`config.mk`:
```
export PLATFORM = sky130hd
export DESIGN_NAME = fetch_unit_flat
export DESIGN_NICKNAME = d
export VERILOG_FILES = /design/src/rtl/fetch_unit_if.sv /design/src/rtl/fetch_unit.sv /design/src/flat_wrapper.sv
export SDC_FILE = /design/constraint.sdc
export NUM_CORES = 1
export LEC_CHECK = 0
export ABC_AREA = 1
export ABC_CLOCK_PERIOD_IN_PS = 7100
export CORE_ASPECT_RATIO = 0.75
export CORE_UTILIZATION = 40
export DETAILED_ROUTE_END_ITERATION = 6
export PLACE_DENSITY = 0.66
export SLEW_MARGIN = 5
export SYNTH_ARGS = -nofsm -noshare
export SYNTH_HDL_FRONTEND = slang
export SYNTH_SLANG_ARGS = --single-unit
```
`constraint.sdc`:
```
create_clock -name clk -period 7.1 [get_ports clk]
set_input_delay 1.775 -clock clk [delete_from_list [all_inputs] [get_ports clk]]
set_output_delay 1.775 -clock clk [all_outputs]
set_load 0.02 [all_outputs]
```
`src/rtl/fetch_unit_if.sv`:
```
// Fetch-unit bus: control/operand inputs from the execute stage and the
// registered instruction-memory address, write enable and PC going back out.
interface fetch_unit_if;
    logic        fetch_start;
    logic [3:0]  opCode_in;
    logic [8:0]  offset_in;
    logic [15:0] reg_in;
    logic [2:0]  br_nzp;
    logic [2:0]  result_nzp;
    logic [15:0] addr_out;
    logic        wea_out;
    logic [15:0] pc;

    modport master (
        output fetch_start, opCode_in, offset_in, reg_in, br_nzp, result_nzp,
        input  addr_out, wea_out, pc
    );

    modport slave (
        input  fetch_start, opCode_in, offset_in, reg_in, br_nzp, result_nzp,
        output addr_out, wea_out, pc
    );
endinterface

```
`src/rtl/fetch_unit.sv`:
```
// Instruction fetch: PC register, BR/JMP next-PC selection and memory address.
// Define FETCH_JSRR_EN to make opcode 0100 (JSRR) redirect the PC to reg_in.
module fetch_unit (
    input  logic          clk,
    input  logic          rst_n,
    fetch_unit_if.slave   bus
);

    typedef enum logic {
        S_FIRST,
        S_RUN
    } state_t;

    localparam logic [3:0] OP_BR   = 4'b0000;
    localparam logic [3:0] OP_JMP  = 4'b1100;
`ifdef FETCH_JSRR_EN
    localparam logic [3:0] OP_JSRR = 4'b0100;
`endif

    state_t      state, state_nx;
    logic [15:0] pc_q, pc_nx;
    logic [15:0] addr_q, addr_nx;
    logic [15:0] pc_inc;
    logic [15:0] offset_sext;
    logic [15:0] next_pc;
    logic        br_taken;

    assign pc_inc      = pc_q + 16'd1;
    assign offset_sext = {{7{bus.offset_in[8]}}, bus.offset_in};
    assign br_taken    = |(bus.br_nzp & bus.result_nzp);

    // 16-bit adds wrap naturally, so 0xFFFF + 1 lands on 0x0000.
    always_comb begin
        next_pc = pc_inc;
        case (bus.opCode_in)
            OP_BR:   next_pc = br_taken ? (pc_inc + offset_sext) : pc_inc;
            OP_JMP:  next_pc = bus.reg_in;
`ifdef FETCH_JSRR_EN
            OP_JSRR: next_pc = bus.reg_in;
`endif
            default: next_pc = pc_inc;
        endcase
    end

    // NOTE: every output of this block gets a hold value first, so no path
    // leaves a signal unassigned and no latch is inferred.
    always_comb begin
        state_nx = state;
        pc_nx    = pc_q;
        addr_nx  = addr_q;
        if (bus.fetch_start) begin
            case (state)
                S_FIRST: begin
                    // The very first fetch reads the reset PC without advancing it.
                    addr_nx  = pc_q;
                    state_nx = S_RUN;
                end
                S_RUN: begin
                    pc_nx   = next_pc;
                    addr_nx = next_pc;
                end
                default: state_nx = S_FIRST;
            endcase
        end
    end

    // NOTE: state registers use non-blocking assignments so every flop samples
    // the pre-edge values regardless of statement order.
    always_ff @(posedge clk or posedge rst_n) begin
        if (rst_n) begin
            state  <= S_FIRST;
            pc_q   <= 16'h0000;
            addr_q <= 16'h0000;
        end else begin
            state  <= state_nx;
            pc_q   <= pc_nx;
            addr_q <= addr_nx;
        end
    end

    assign bus.pc       = pc_q;
    assign bus.addr_out = addr_q;
    assign bus.wea_out  = 1'b0;

endmodule

```
`src/flat_wrapper.sv`:
```
// flat-port wrapper written by rule: the top's interface ports become plain ports
module fetch_unit_flat 
  (clk, rst_n, bus_fetch_start, bus_opCode_in, bus_offset_in, bus_reg_in, bus_br_nzp, bus_result_nzp, bus_addr_out, bus_wea_out, bus_pc);
  fetch_unit_if bus_i ();
  input  logic clk;
  input  logic rst_n;
  input wire logic [$bits(bus_i.fetch_start)-1:0] bus_fetch_start;
  input wire logic [$bits(bus_i.opCode_in)-1:0] bus_opCode_in;
  input wire logic [$bits(bus_i.offset_in)-1:0] bus_offset_in;
  input wire logic [$bits(bus_i.reg_in)-1:0] bus_reg_in;
  input wire logic [$bits(bus_i.br_nzp)-1:0] bus_br_nzp;
  input wire logic [$bits(bus_i.result_nzp)-1:0] bus_result_nzp;
  output wire logic [$bits(bus_i.addr_out)-1:0] bus_addr_out;
  output wire logic [$bits(bus_i.wea_out)-1:0] bus_wea_out;
  output wire logic [$bits(bus_i.pc)-1:0] bus_pc;
  assign bus_i.fetch_start = bus_fetch_start;
  assign bus_i.opCode_in = bus_opCode_in;
  assign bus_i.offset_in = bus_offset_in;
  assign bus_i.reg_in = bus_reg_in;
  assign bus_i.br_nzp = bus_br_nzp;
  assign bus_i.result_nzp = bus_result_nzp;
  assign bus_addr_out = bus_i.addr_out;
  assign bus_wea_out = bus_i.wea_out;
  assign bus_pc = bus_i.pc;
  fetch_unit u_core (.clk(clk), .rst_n(rst_n), .bus(bus_i));
endmodule
```
# After elaboration in Yosys (flattened, before gate mapping)
# Index checks and enable logic that the tools add are counted.
# word_totals
out_inout_bits	33
ram_bits	0
inputBits	38
rom_bits	0
mem_count	0
register_bits	33
latchBits	0
# op_classes
eq_ne	1
magnitude_cmp	0
n_div	0
n_mux	3
shifts	0
n_bitwise	2
addsub	2
reduce_logical	3
n_mul	0
# ops
cell	n
one-hot mux 16 bit (2 select lines)	2
adder 16 x 1 -> 16 bit, second input constant	1
adder 16 bit	1
2-to-1 mux 16 bit	1
equality test 4 bit, second input constant	1
zero test 4 bit	1
bitwise AND 3 bit	1
OR reduction 3 bit	1
AND reduction 2 bit	1
inverter 1 bit	1

# Logic depth before layout (Yosys ltp)
# logic_depth
ltp_word	5
mapped_depth	22

# Worst setup path before layout
# No wires, ideal clock.
# synth_timing
kind	in2reg
start	input bus_offset_in[0]
end	register u_core.addr_q[10] (netlist: u_core.bus.addr_out[10])
cell_stages	13
setup_time_ps	118
setup_slack_ps	3824
t_required_ps	6982
arrival_ps	3158
path_cell_list	ha_1 -> inv_1 -> fa_1 -> o21ai_1 -> nand2_1 -> nand2_1 -> nand2_1 -> nand3_1 -> nand3_1 -> nand2_1 -> nand3_1 -> nand2_1 -> nand2_1
# synth_between
elab_chain_cells	4
# synth_lines
item	line_no	source
start, declared	flat_wrapper.sv:9	input wire logic [$bits(bus_i.offset_in)-1:0] bus_offset_in;
adder 16 bit	fetch_unit.sv:36	OP_BR: next_pc = br_taken ? (pc_inc + offset_sext) : pc_inc;
2-to-1 mux 16 bit	fetch_unit.sv:36	
one-hot mux 16 bit (2 select lines)	fetch_unit.sv:35	case (bus.opCode_in)
one-hot mux 16 bit (2 select lines)	fetch_unit.sv:52	case (state)
end signal, assigned	fetch_unit.sv:77	addr_q <= addr_nx;
end, declared	fetch_unit.sv:22	logic [15:0] addr_q, addr_nx;
# No other way between the ends.
# A chain may end at the register's enable or synchronous reset.

# Worst setup path in the final report
# layout_timing
start	input bus_offset_in[8]
end	register u_core.pc_q[13] (netlist: u_core.bus.pc[13])
# layout_between
elab_chain_cells	3
# layout_lines
item	line_no	source
adder 16 bit	fetch_unit.sv:36	
2-to-1 mux 16 bit	fetch_unit.sv:36	
one-hot mux 16 bit (2 select lines)	fetch_unit.sv:35	
end signal, assigned	fetch_unit.sv:76	pc_q <= pc_nx;
end, declared	fetch_unit.sv:21	logic [15:0] pc_q, pc_nx;
# No other way between the ends.

==> flow_metrics.env <==
export IMPL_peakVddDrop_uv=192
export IMPL_postCtsSetupRepairBufs=0
export IMPL_total_power_mw=1.04
export IMPL_grt_overflow=0
export IMPL_drt_drc_violations_left=0
export IMPL_synth_edf_count=0
export IMPL_cts_tree="yes"
export IMPL_worst_slew_pin_slew_ns=0.826
export IMPL_initial_core_util_pct=42.1
export IMPL_ys_seq_area_share_pct=26.2
export IMPL_syn_inst=497
export IMPL_cts_buffer_depth=2
export IMPL_synth_seq_cells=33
export IMPL_path_buf_inv=2
export IMPL_min_path_type="flip-flop to flip-flop"
export IMPL_h_tree_depth=2
export IMPL_startpoint_type="input port"
export IMPL_clock_skew_ns=0.00955
export IMPL_yosys_warnings=0
export IMPL_first_global_vias=3046
export IMPL_cts_sink_count=33
export IMPL_rsz0062_at_grt="no"
export IMPL_hpwl_microns=7000
export IMPL_cts_buffers=5
export IMPL_synth_cell_type_count=40
export IMPL_die_y_microns=78.9
export IMPL_gp_congestion=0.868
export IMPL_first_pass_iters=5
export IMPL_worstSkewPairLatency_ns=0.30
export IMPL_worstPathMaxFanout=13
export IMPL_syn2layout_area_growth_pct=28.1
export IMPL_setup_viol=0
export IMPL_hold_viol=0
export IMPL_viasPerCell=5.00
export IMPL_crit_slowest_cell="clkdlybuf4s50_1"
export IMPL_drtAntennaViolNets=0
export IMPL_syn_nets=557
export IMPL_drive_gt1_share_pct=7.05
export IMPL_cpLargestDelayFamily="buffers and inverters"
export IMPL_crit_type="input port to flip-flop"
export IMPL_slew_viol_final=0
export IMPL_fmax_mhz=260
export IMPL_drt_iter0_drc=132
export IMPL_avgSynthCellArea_sq_um=6.35
export IMPL_nets=626
export IMPL_tns_ns=0
export IMPL_cts_hold_buf=0
export IMPL_use_met1_pct=31.7
export IMPL_status="complete, no violations"
export IMPL_die_x_microns=105
export IMPL_totalWireLength_microns=8780
export IMPL_required_ns=7.28
export IMPL_grt_use_total_pct=22.2
export IMPL_boundaryPins=71
export IMPL_arrival_ns=4.03
export IMPL_maxCapViolCount=0
export IMPL_grt_start_max_net_pins=34
export IMPL_io_buffers=69
export IMPL_core_sq_mm=0.00750
export IMPL_cp_end_kind="flip-flop"
export IMPL_top_usage_layer="met2"
export IMPL_synthArstFlopShare_pct=100
export IMPL_grt_use_met2_pct=34.6
export IMPL_power_density_mw_per_mm2=256
export IMPL_grt_first_pass_wirelength_microns=14500
export IMPL_via_count=3341
export IMPL_slowest_delay_ns=0.79
export IMPL_cpMostUsedCell="nand2_1"
export IMPL_final_cell_mix="nand2_1, inv_1, clkdlybuf4s50_1"
export IMPL_cts_root_buf="clkbuf_8"
export IMPL_p_leak_nw=2.11
export IMPL_period_share_pct=54.2
export IMPL_finalCriticalPeriod_ns=3.85
export IMPL_die_area_sq_mm=0.00826
export IMPL_row_count=27
export IMPL_antenna_cells=0
export IMPL_ctsResizeCount=0
export IMPL_antenna_found_initial=0
export IMPL_ys_flop_type="dfrtp_1"
export IMPL_slew_headroom_pct=44.8
export IMPL_path_cells="clkdlybuf4s50_1 > ha_1 > nand2_1 > inv_1 > a21oi_1 > o21a_1 > nand2_1 > nand2_1 > nand3_1 > nand2_1 > nand2_1 > nand2_1 > nand2_1"
export IMPL_post_drt_wl_per_cell_microns=13.1
export IMPL_grt_use_met3_pct=4.93
export IMPL_final_common_cell="nand2_1"
export IMPL_path_clk_slew_ns=0.07
export IMPL_syn_area_sq_mm=0.00316
-- worst paths after layout --
| check | start | endpoint | slack [ns] | cells after the start |
|---|---|---|---|---|
| worst min register to register | u_core.bus.addr_out[4] | u_core.bus.addr_out[4] | 0.50 | 2 |
| min in group asynchronous | rst_n | u_core.bus.addr_out[1] | 1.85 | 3 |
| worst max-delay path | bus_offset_in[8] | u_core.bus.pc[13] | 3.25 | 13 |
| worst min-delay path | u_core.bus.addr_out[4] | u_core.bus.addr_out[4] | 0.50 | 2 |
| max in group asynchronous | rst_n | u_core.bus.pc[13] | 4.93 | 3 |
| worst max register to register | u_core.bus.pc[1] | u_core.bus.addr_out[14] | 4.14 | 17 |
-- tightest hold or removal path: cells and delay by family, from the launching register on --
kind / cells / cell delay [ns]
DFF: 1 / 0.34
and+or+nand+nor: 2 / 0.12
-- sequential cells by signal, summed over array words and instances (netlist names) --
register,flops
u_core.state,1
u_core.bus.pc,16
u_core.bus.addr_out,16
-- synth_stat cells (all sizes together) (2+ instances only) --
library cell,instances,share of area [%]
nand2,184,23
inv,77,9.2
nand3,41,6.7
nor2,38,5.9
dfrtp,33,26
o21ai,33,5.4
ha,21,8.3
a21oi,17,2.7
xor2,10,3.0
a22o,5,1.4
clkbuf,5,0.59
nor3,4,1.3
o211ai,4,0.95
and2,3,0.59
buf,3,0.63
a22oi,2,0.48
clkinv,2,0.24
nand4,2,0.40
o21a,2,0.48
o221ai,2,0.55
or2,2,0.40
xnor2,2,0.55
-- power by group --
part	internal, mW	switching, mW	total [mW]
clock network	0.0876	0.0721	0.160
registers	0.234	0.0585	0.293
logic	0.243	0.341	0.584
-- cell type report --
type | instances | area [sq um]
Timing Repair Buffer | 70 | 698
Multi-Input combinational cell | 377 | 2000
Clock buffer | 7 | 96.3
Fill cell | 745 | 3460
Clock inverter | 1 | 5.00
Tap cell | 101 | 126
Sequential cell | 33 | 826
Inverter | 79 | 297
-- logic make-up (layout without fill, tap and decap cells) --
logic type               after synthesis  after routing  synth area share (%)
buffers and inverters                 87            157                  10.6
adder cells (fa/ha/maj)               22             22                  8.96
XOR/XNOR                              12             12                  3.57
AND/OR/NAND/NOR                      274            274                  37.9
flip-flops                            33             33                  26.2
other                                  1              1                 0.119
AO/OA/AOI/OAI                         68             68                  12.6
-- stage by stage --
stage / utilization [%] / setup WS (ns) / cell area (sq um) / hold WS [ns] / instances
after floorplan: - / 3.82 / 3160 / 0.482 / 497
final: 53.9 / 3.25 / 4040 / 0.497 / 668
after global placement: 52.6 / 2.98 / 3940 / 0.485 / 660
after global routing: 53.9 / 2.99 / 4040 / 0.531 / 668
after CTS: 53.9 / 3.24 / 4040 / 0.505 / 668
after detailed placement: 52.6 / 2.95 / 3940 / 0.488 / 660
-- per-layer routing --
metal,share of wire [%],up-vias,wire length (microns)
li1,-,1710,-
met1,50,1512,4400
met2,42,111,3720
met3,6.8,8,595
met4,0.70,0,61
met5,0,-,0
No activity file was read; power rests on OpenSTA's default activity.
